File: config.mk
export PLATFORM = sky130hd
export DESIGN_NAME = safecrack_lock_param
export DESIGN_NICKNAME = d
export VERILOG_FILES = /design/src/rtl/safecrack_pkg.sv /design/src/rtl/safecrack_lock_param_btn_edge_sync.sv /design/src/rtl/safecrack_lock_param.sv
export SDC_FILE = /design/constraint.sdc
export NUM_CORES = 1
export LEC_CHECK = 0
export CAP_MARGIN = 20
export CORE_MARGIN = 2
export CORE_UTILIZATION = 53
export DETAILED_ROUTE_END_ITERATION = 6
export HOLD_SLACK_MARGIN = 0.15
export PLACE_DENSITY = 0.76
export SETUP_SLACK_MARGIN = 0.05
export SYNTH_ARGS = -nofsm -noshare
export SYNTH_HDL_FRONTEND = slang
export SYNTH_SLANG_ARGS = --single-unit
File: constraint.sdc
create_clock -name clk -period 2.8 [get_ports clk]
set_input_delay 0.7 -clock clk [delete_from_list [all_inputs] [get_ports clk]]
set_output_delay 0.7 -clock clk [all_outputs]
set_load 0.005 [all_outputs]
File: src/rtl/safecrack_pkg.sv
// Shared types and helpers for the parametrised safecrack lock.
package safecrack_pkg;

  // One-hot controller states. PROG is only reachable when SAFECRACK_PROG_EN is defined.
  typedef enum logic [4:0] {
    ENTRY   = 5'b00001,
    ERROR   = 5'b00010,
    SUCCESS = 5'b00100,
    LOCKOUT = 5'b01000,
    PROG    = 5'b10000
  } state_t;

  // Dwell in ms to clock cycles. 64-bit math: 30 s at 50 MHz overflows 32 bits.
  function automatic longint ms_to_cycles(input longint ms, input longint clk_hz);
    return (ms * clk_hz) / 64'd1000;
  endfunction

  // Thermometer code with the n lowest bits set (n clipped to 32).
  function automatic logic [31:0] thermometer(input int unsigned n);
    logic [31:0] t;
    for (int i = 0; i < 32; i++) t[i] = (i < n);
    return t;
  endfunction

endpackage

File: src/rtl/safecrack_lock_param_btn_edge_sync.sv
// Button front end: inverts active-low raw buttons, two-flop synchronises them
// and produces a one-cycle pulse on each press (rising edge of "pressed").
module btn_edge_sync #(
  parameter int WIDTH = 4
) (
  input  logic             clk,
  input  logic             rstn,
  input  logic [WIDTH-1:0] btn,
  output logic [WIDTH-1:0] edges
);

  logic [WIDTH-1:0] sync1_q;
  logic [WIDTH-1:0] sync2_q;
  logic [WIDTH-1:0] prev_q;

  // Synchroniser and previous-value register; all reset to "not pressed".
  always_ff @(posedge clk or negedge rstn) begin
    if (!rstn) begin
      sync1_q <= '0;
      sync2_q <= '0;
      prev_q  <= '0;
    end else begin
      sync1_q <= ~btn;
      sync2_q <= sync1_q;
      prev_q  <= sync2_q;
    end
  end

  // Rise detect: pressed now, not pressed last cycle.
  always_comb edges = sync2_q & ~prev_q;

endmodule

File: src/rtl/safecrack_lock_param.sv
// Parametrised combination lock with failure counting and timed lockout.
// Optional build macro SAFECRACK_PROG_EN adds runtime code reprogramming (PROG state).
module safecrack_lock_param
  import safecrack_pkg::*;
#(
  parameter int CLK_FREQ_HZ  = 50_000_000,
  parameter int NUM_BTN      = 4,
  parameter int CODE_LEN     = 4,
  localparam int IDX_W       = $clog2(NUM_BTN),
  parameter logic [CODE_LEN*IDX_W-1:0] DEFAULT_CODE = 8'hE4,
  parameter int ERR_TIME_MS  = 3000,
  parameter int OK_TIME_MS   = 5000,
  parameter int LOCK_TIME_MS = 30000,
  parameter int MAX_FAILS    = 3,
  parameter int LED_W        = 8,
  localparam int FC_W        = $clog2(MAX_FAILS + 1)
) (
  input  logic               clk,
  input  logic               rstn,
  input  logic [NUM_BTN-1:0] btn,
  input  logic               prog_req,
  output logic [LED_W-1:0]   leds_green,
  output logic               led_red,
  output logic               locked,
  output logic [FC_W-1:0]    fail_cnt
);

  localparam longint ERR_D  = ms_to_cycles(ERR_TIME_MS, CLK_FREQ_HZ);
  localparam longint OK_D   = ms_to_cycles(OK_TIME_MS, CLK_FREQ_HZ);
  localparam longint LOCK_D = ms_to_cycles(LOCK_TIME_MS, CLK_FREQ_HZ);
  localparam longint D_MAX  = (ERR_D > OK_D) ? ((ERR_D > LOCK_D) ? ERR_D : LOCK_D)
                                             : ((OK_D > LOCK_D) ? OK_D : LOCK_D);
  localparam int TMR_W = (D_MAX > 1) ? $clog2(D_MAX) : 1;
  localparam int IW    = (CODE_LEN > 1) ? $clog2(CODE_LEN) : 1;
  localparam int CW    = CODE_LEN * IDX_W;

  // Timer loads D-1 so that the state lasts exactly D cycles.
  localparam logic [TMR_W-1:0] ERR_LD  = TMR_W'(ERR_D - 1);
  localparam logic [TMR_W-1:0] OK_LD   = TMR_W'(OK_D - 1);
  localparam logic [TMR_W-1:0] LOCK_LD = TMR_W'(LOCK_D - 1);

  state_t             state_q, state_d;
  logic [IW-1:0]      idx_q, idx_d;
  logic [FC_W-1:0]    fail_q, fail_d, fail_inc;
  logic [TMR_W-1:0]   timer_q, timer_d;
  logic [CW-1:0]      code;
  logic [NUM_BTN-1:0] edges;
  logic               one_hot;
  logic [IDX_W-1:0]   p;

`ifdef SAFECRACK_PROG_EN
  logic [IW-1:0]      pidx_q, pidx_d;
  logic [CW-1:0]      shadow_q, shadow_d;
  logic [CW-1:0]      code_q, code_d;
  assign code = code_q;
`else
  logic unused_prog_req;
  assign unused_prog_req = prog_req;
  assign code = DEFAULT_CODE;
`endif

  btn_edge_sync #(.WIDTH(NUM_BTN)) u_sync (
    .clk   (clk),
    .rstn  (rstn),
    .btn   (btn),
    .edges (edges)
  );

  // Press classification: a valid press is exactly one edge; p is its index.
  always_comb begin
    one_hot = $onehot(edges);
    p       = '0;
    for (int i = 0; i < NUM_BTN; i++) if (edges[i]) p = IDX_W'(i);
    fail_inc = (fail_q < FC_W'(MAX_FAILS)) ? fail_q + 1'b1 : fail_q;
  end

  // State and datapath registers.
  always_ff @(posedge clk or negedge rstn) begin
    if (!rstn) begin
      state_q  <= ENTRY;
      idx_q    <= '0;
      fail_q   <= '0;
      timer_q  <= '0;
`ifdef SAFECRACK_PROG_EN
      pidx_q   <= '0;
      shadow_q <= DEFAULT_CODE;
      code_q   <= DEFAULT_CODE;
`endif
    end else begin
      state_q  <= state_d;
      idx_q    <= idx_d;
      fail_q   <= fail_d;
      timer_q  <= timer_d;
`ifdef SAFECRACK_PROG_EN
      pidx_q   <= pidx_d;
      shadow_q <= shadow_d;
      code_q   <= code_d;
`endif
    end
  end

  // Next-state logic; edges seen outside ENTRY/PROG are simply dropped.
  always_comb begin
    state_d  = state_q;
    idx_d    = idx_q;
    fail_d   = fail_q;
    timer_d  = timer_q;
`ifdef SAFECRACK_PROG_EN
    pidx_d   = pidx_q;
    shadow_d = shadow_q;
    code_d   = code_q;
`endif
    unique case (state_q)
      ENTRY: begin
        if (edges != '0) begin
          if (one_hot && (p == code[idx_q*IDX_W +: IDX_W])) begin
            if (idx_q < IW'(CODE_LEN - 1)) begin
              idx_d = idx_q + 1'b1;
            end else begin
              state_d = SUCCESS;
              timer_d = OK_LD;
              fail_d  = '0;
              idx_d   = '0;
            end
          end else begin
            idx_d  = '0;
            fail_d = fail_inc;
            if (fail_inc == FC_W'(MAX_FAILS)) begin
              state_d = LOCKOUT;
              timer_d = LOCK_LD;
            end else begin
              state_d = ERROR;
              timer_d = ERR_LD;
            end
          end
        end
      end
      ERROR: begin
        if (timer_q == '0) begin
          state_d = ENTRY;
          idx_d   = '0;
        end else timer_d = timer_q - 1'b1;
      end
      LOCKOUT: begin
        if (timer_q == '0) begin
          state_d = ENTRY;
          idx_d   = '0;
          fail_d  = '0;
        end else timer_d = timer_q - 1'b1;
      end
      SUCCESS: begin
        if (timer_q == '0) begin
          state_d = ENTRY;
          idx_d   = '0;
`ifdef SAFECRACK_PROG_EN
          if (prog_req) begin
            state_d = PROG;
            pidx_d  = '0;
          end
`endif
        end else timer_d = timer_q - 1'b1;
      end
`ifdef SAFECRACK_PROG_EN
      PROG: begin
        if (one_hot) begin
          shadow_d[pidx_q*IDX_W +: IDX_W] = p;
          if (pidx_q == IW'(CODE_LEN - 1)) begin
            code_d  = shadow_d;
            pidx_d  = '0;
            idx_d   = '0;
            state_d = ENTRY;
          end else pidx_d = pidx_q + 1'b1;
        end
      end
`endif
      default: state_d = ENTRY;
    endcase
  end

  // Moore outputs decoded from the registered state.
  always_comb begin
    leds_green = '0;
    led_red    = 1'b0;
    locked     = 1'b0;
    fail_cnt   = fail_q;
    unique case (state_q)
      ENTRY:   leds_green = LED_W'(thermometer(32'(idx_q) + 1));
      SUCCESS: leds_green = '1;
      ERROR:   led_red    = 1'b1;
      LOCKOUT: begin
        led_red = 1'b1;
        locked  = 1'b1;
      end
`ifdef SAFECRACK_PROG_EN
      PROG: begin
        leds_green          = LED_W'(thermometer(32'(pidx_q) + 1));
        leds_green[LED_W-1] = 1'b1;
      end
`endif
      default: leds_green = '0;
    endcase
  end

endmodule

==> results by group <==
Outcome
  – Status: finished, violations left
  – Failing checks: negative setup slack

Worst setup path
  – R2R cell count: 12
  – Crit path depth: 12
  – WP data arrival: 3.05 ns
  – Worst setup path class: reg -> reg
  – Critical path startpoint category: flop
  – Worst setup EP type: flop
  – Critical Path RT: 3.01 ns
  – Worst Path Buf+Inv: 3
  – Most used cell, CP: nand2b_4
  – Critical Path Source: u_sync.sync2_q[1]$_DFF_PN0_
  – Reg2reg start: u_sync.sync2_q[1]$_DFF_PN0_
  – CP cell instances: nand2b_4 -> inv_4 -> fa_1 -> ha_2 -> ha_4 -> nand2b_4 -> or4_4 -> o22ai_4 -> buf_6 -> clkbuf_16 -> nor3_2 -> o22a_1
  – Delay-heaviest family, CP: adder cells
  – Slowest CP cell: fa_1
  – Crit-path max cell delay: 0.55 ns
  – Critical Path Fanout Max: 6

Layout
  – Fillcell total: 401
  – Share of cells above drive strength 1: 24.5%
  – Finished Layout Cells: ~450
  – Ant. Diodes: 0
  – Nets@finish: 390
  – Area growth syn-to-layout: 28.6%

Global route
  – Largest net degree at the start of global routing: between 50 and 60
  – First-pass GRT wire length: roughly 12,000 µm
  – Initial antenna violation count: 0
  – Gr usage total: 25.0%
  – GRT overflow: 0
  – Vias in the first global route: 2,541

Yosys
  – Area share of the largest cell type after synthesis: 41.7%
  – Synth Area in XOR/XNOR: 0.876%
  – Largest family of logic cells by synthesized area: compound AO/OA/AOI/OAI gates
  – Async SR Flop Fraction: 100%
  – Cell Area, Synth: 3000 µm²
  – Sequential area share after synthesis: between 40% and 50%
  – Simple-Gate Fraction of Synth Area: 23.5%
  – Area leader, netlist: dfrtp_1
  – Ranking of synthesized cells by area: dfrtp_1 42%, o31ai_1 4.5%, nor3_1 3.8%
  – Compound-cell area share of the yosys netlist: 24.0%
  – Post-synthesis register bit count: 51
  – Number of flops mapped to enable cells by yosys: 0
  – Syn avg cell area: 9.17 µm²
  – Net Count, Synth: 343
  – Number of synthesis warnings: 0
  – Main flop type after synthesis: dfrtp_1
  – Adder-Cell Fraction of Synth Area: 4.01%
  – Synth unique cells: 56
  – Syn Inst Count: 327
  – Mux cell area share after synthesis: 0%

Flow run
  – Max-cap viol count: 0

Clock network
  – Clk_lat worst skew: 0.32 ns
  – Clock buffer count from CTS: 5
  – Sink count of the clock tree: 51
  – CTS Hold Bufs: 0
  – Root Driver: clkbuf_8
  – Clock Path Buffers: 2
  – Worst-path clk slew: approximately 0.11 ns
  – H-tree depth: 2
  – CTS tree: built

Place
  – Placed wire-length estimate: 4680 µm
  – # port buffers: 17
  – Gpl congestion: 0.838
  – Cells after DPL: approximately 420

Floorplan
  – Die Area: ~6300 µm²
  – Core footprint: 5470 µm²
  – Chip height: 79.2 µm
  – Initial Util: between 50% and 60%
  – FP Rows: 27
  – I/O pin cnt: 19
  – Chip width: 79.2 µm

Route
  – DR DRC count: 0
  – TritonRoute pass-1 iters: 5
  – Post-DR vias/cell: roughly 6.4
  – Routed len/inst: about 17 µm
  – Post-route ant nets: 0
  – Vias: around 2,900
  – Initial drt markers: ~240
  – Drt total wl: 7750 µm

Power
  – Pwr Total: 3.39 mW
  – Pwr/cell area: 879 nW/µm²
  – VDD IR max: 0.494 mV
  – Leakage: between 1.5 and 2 nW

Timing
  – Min Hold Slack: 0.352 ns
  – Final setup viols: 9
  – Hold Vio Cnt, Final: 0
  – Measured slew at the worst slew-check pin: roughly 0.54 ns
  – Relative slew slack: 64.2%
  – Period Utilization, post-route: 101%
  – Max-slew violation total from the final report: 0
  – Fin crit period: between 2 and 3 ns
  – Fmax: 353 MHz
  – Clock skew: approximately 0.012 ns
  – Worst setup margin: -0.0315 ns
  – Unrepaired setup endpoints after global routing: yes

Hold path
  – Worst hold path class: in -> async
==> flip-flops by register name, indices dropped and copies added (netlist names) <==
signal and flops:
timer_q 31, u_sync.sync1_q 4, idx_q 2, fail_cnt 2, u_sync.prev_q 4, state_q 4, u_sync.sync2_q 4
==> per-layer routing <==
| metal | track usage, % | part of all wire, % | vias up | wire (µm) |
|---|---|---|---|---|
| li1 | - | - | 1337 | - |
| met1 | 32.3 | 41 | 1369 | 3170 |
| met2 | 41.8 | 48 | 136 | 3760 |
| met3 | 5.68 | 8.2 | 19 | 632 |
| met4 | 7.59 | 2.4 | 0 | 187 |
| met5 | 0 | 0 | - | 0 |
==> cells in the final DEF (no fill, tap or decap), types with 3 or more instances in the layout <==
| cell | n |
|---|---|
| dfrtp_1 | 48 |
| nor2_1 | 29 |
| buf_4 | 26 |
| nand2_1 | 20 |
| a21oi_1 | 18 |
| nor3_1 | 16 |
| inv_1 | 14 |
| o31ai_1 | 13 |
| o21ai_1 | 11 |
| nand3_1 | 10 |
| o22a_1 | 10 |
| clkdlybuf4s50_1 | 10 |
| o21ai_0 | 9 |
| nor4_1 | 8 |
| nor3_2 | 7 |
| or4_1 | 6 |
| a22oi_1 | 6 |
| ha_1 | 6 |
| o31ai_2 | 5 |
| a31oi_1 | 5 |
| a32oi_1 | 5 |
| clkbuf_8 | 5 |
| dlygate4sd2_1 | 5 |
| buf_6 | 5 |
| nand2b_4 | 4 |
| and2_1 | 4 |
| nand2b_1 | 3 |
| o21ai_2 | 3 |
| xnor2_1 | 3 |
| inv_6 | 3 |
| buf_12 | 3 |
==> final cells by class <==
type	instances	area [µm²]	area share, %
Clock buffer	5	68.8	1.78
Multi-Input combinational cell	243	1750	45.3
Timing Repair inverter	1	8.76	0.227
Sequential cell	51	1280	33.2
Timing Repair Buffer	55	556	14.4
Tap cell	72	90.1	2.34
Clock inverter	3	26.3	0.681
Inverter	17	78.8	2.04
==> through the flow <==
step / setup TNS (ns) / utilization, % / setup WS [ns] / cell area (µm²)
after global placement: -0.0448 / 61.6 / -0.0197 / 3370
after floorplan: 0 / - / 0.0518 / 3020
after CTS: 0 / 65.9 / 0.00414 / 3610
after detailed placement: -1.11 / 61.6 / -0.0752 / 3370
final: -0.129 / 70.5 / -0.0315 / 3860
after global routing: -3.05 / 70.5 / -0.139 / 3860
==> final timing paths <==
path	to	slack (ns)
setup / recovery	timer_q[18]$_DFFE_PN0P_	-0.03
hold / removal	u_sync.prev_q[1]$_DFF_PN0_	0.35
setup reg to reg	timer_q[18]$_DFFE_PN0P_	-0.03
hold reg to reg	u_sync.sync2_q[0]$_DFF_PN0_	0.36
max in group asynchronous	state_q[0]$_DFFE_PN1P_	1.77
min in group clk	u_sync.sync2_q[0]$_DFF_PN0_	0.36
==> cell usage after synthesis, types with 2 or more instances <==
library cell,instances
nand3_1,10
buf_2,4
a31oi_1,5
nor3_1,23
a22oi_1,6
a21oi_1,18
a32oi_1,5
nor2_1,29
ha_1,8
xnor2_1,3
nand4_1,2
and4_1,2
nor4b_1,2
o31a_1,2
or2_2,2
o41ai_1,2
o21ai_1,4
nand2_1,20
clkbuf_1,8
nand2b_1,7
nor3_2,2
o22a_1,10
o21ai_0,19
or4_1,6
o31ai_1,18
dfrtp_1,50
nor4_1,8
and2_1,4
a2bb2oi_1,3
buf_4,3
o2bb2ai_1,2
inv_1,16
==> what timing repair did <==
action	4_1_cts	5_1_grt
resized for setup	30	30
pin swaps	5	12
cloned	2	3
endpoints found under the setup margin	42	38
setup buffers	5	6
==> cells by family (layout without fill, tap and decap cells) <==
group	Yosys count	count (layout)
buffers and inverters	33	81
adder cells (fa/ha/maj)	9	9
AND/OR/NAND/NOR	128	128
AO/OA/AOI/OAI	103	103
XOR/XNOR	3	3
flip-flops	51	51
==> power by group <==
part,internal [mW],leakage (nW),switching [mW]
sequential,0.888,0.571,0.196
combinational,0.935,0.981,0.904
clock,0.186,0.0495,0.280
total,2.01,1.60,1.38
No activity file was read; power rests on OpenSTA's default activity.
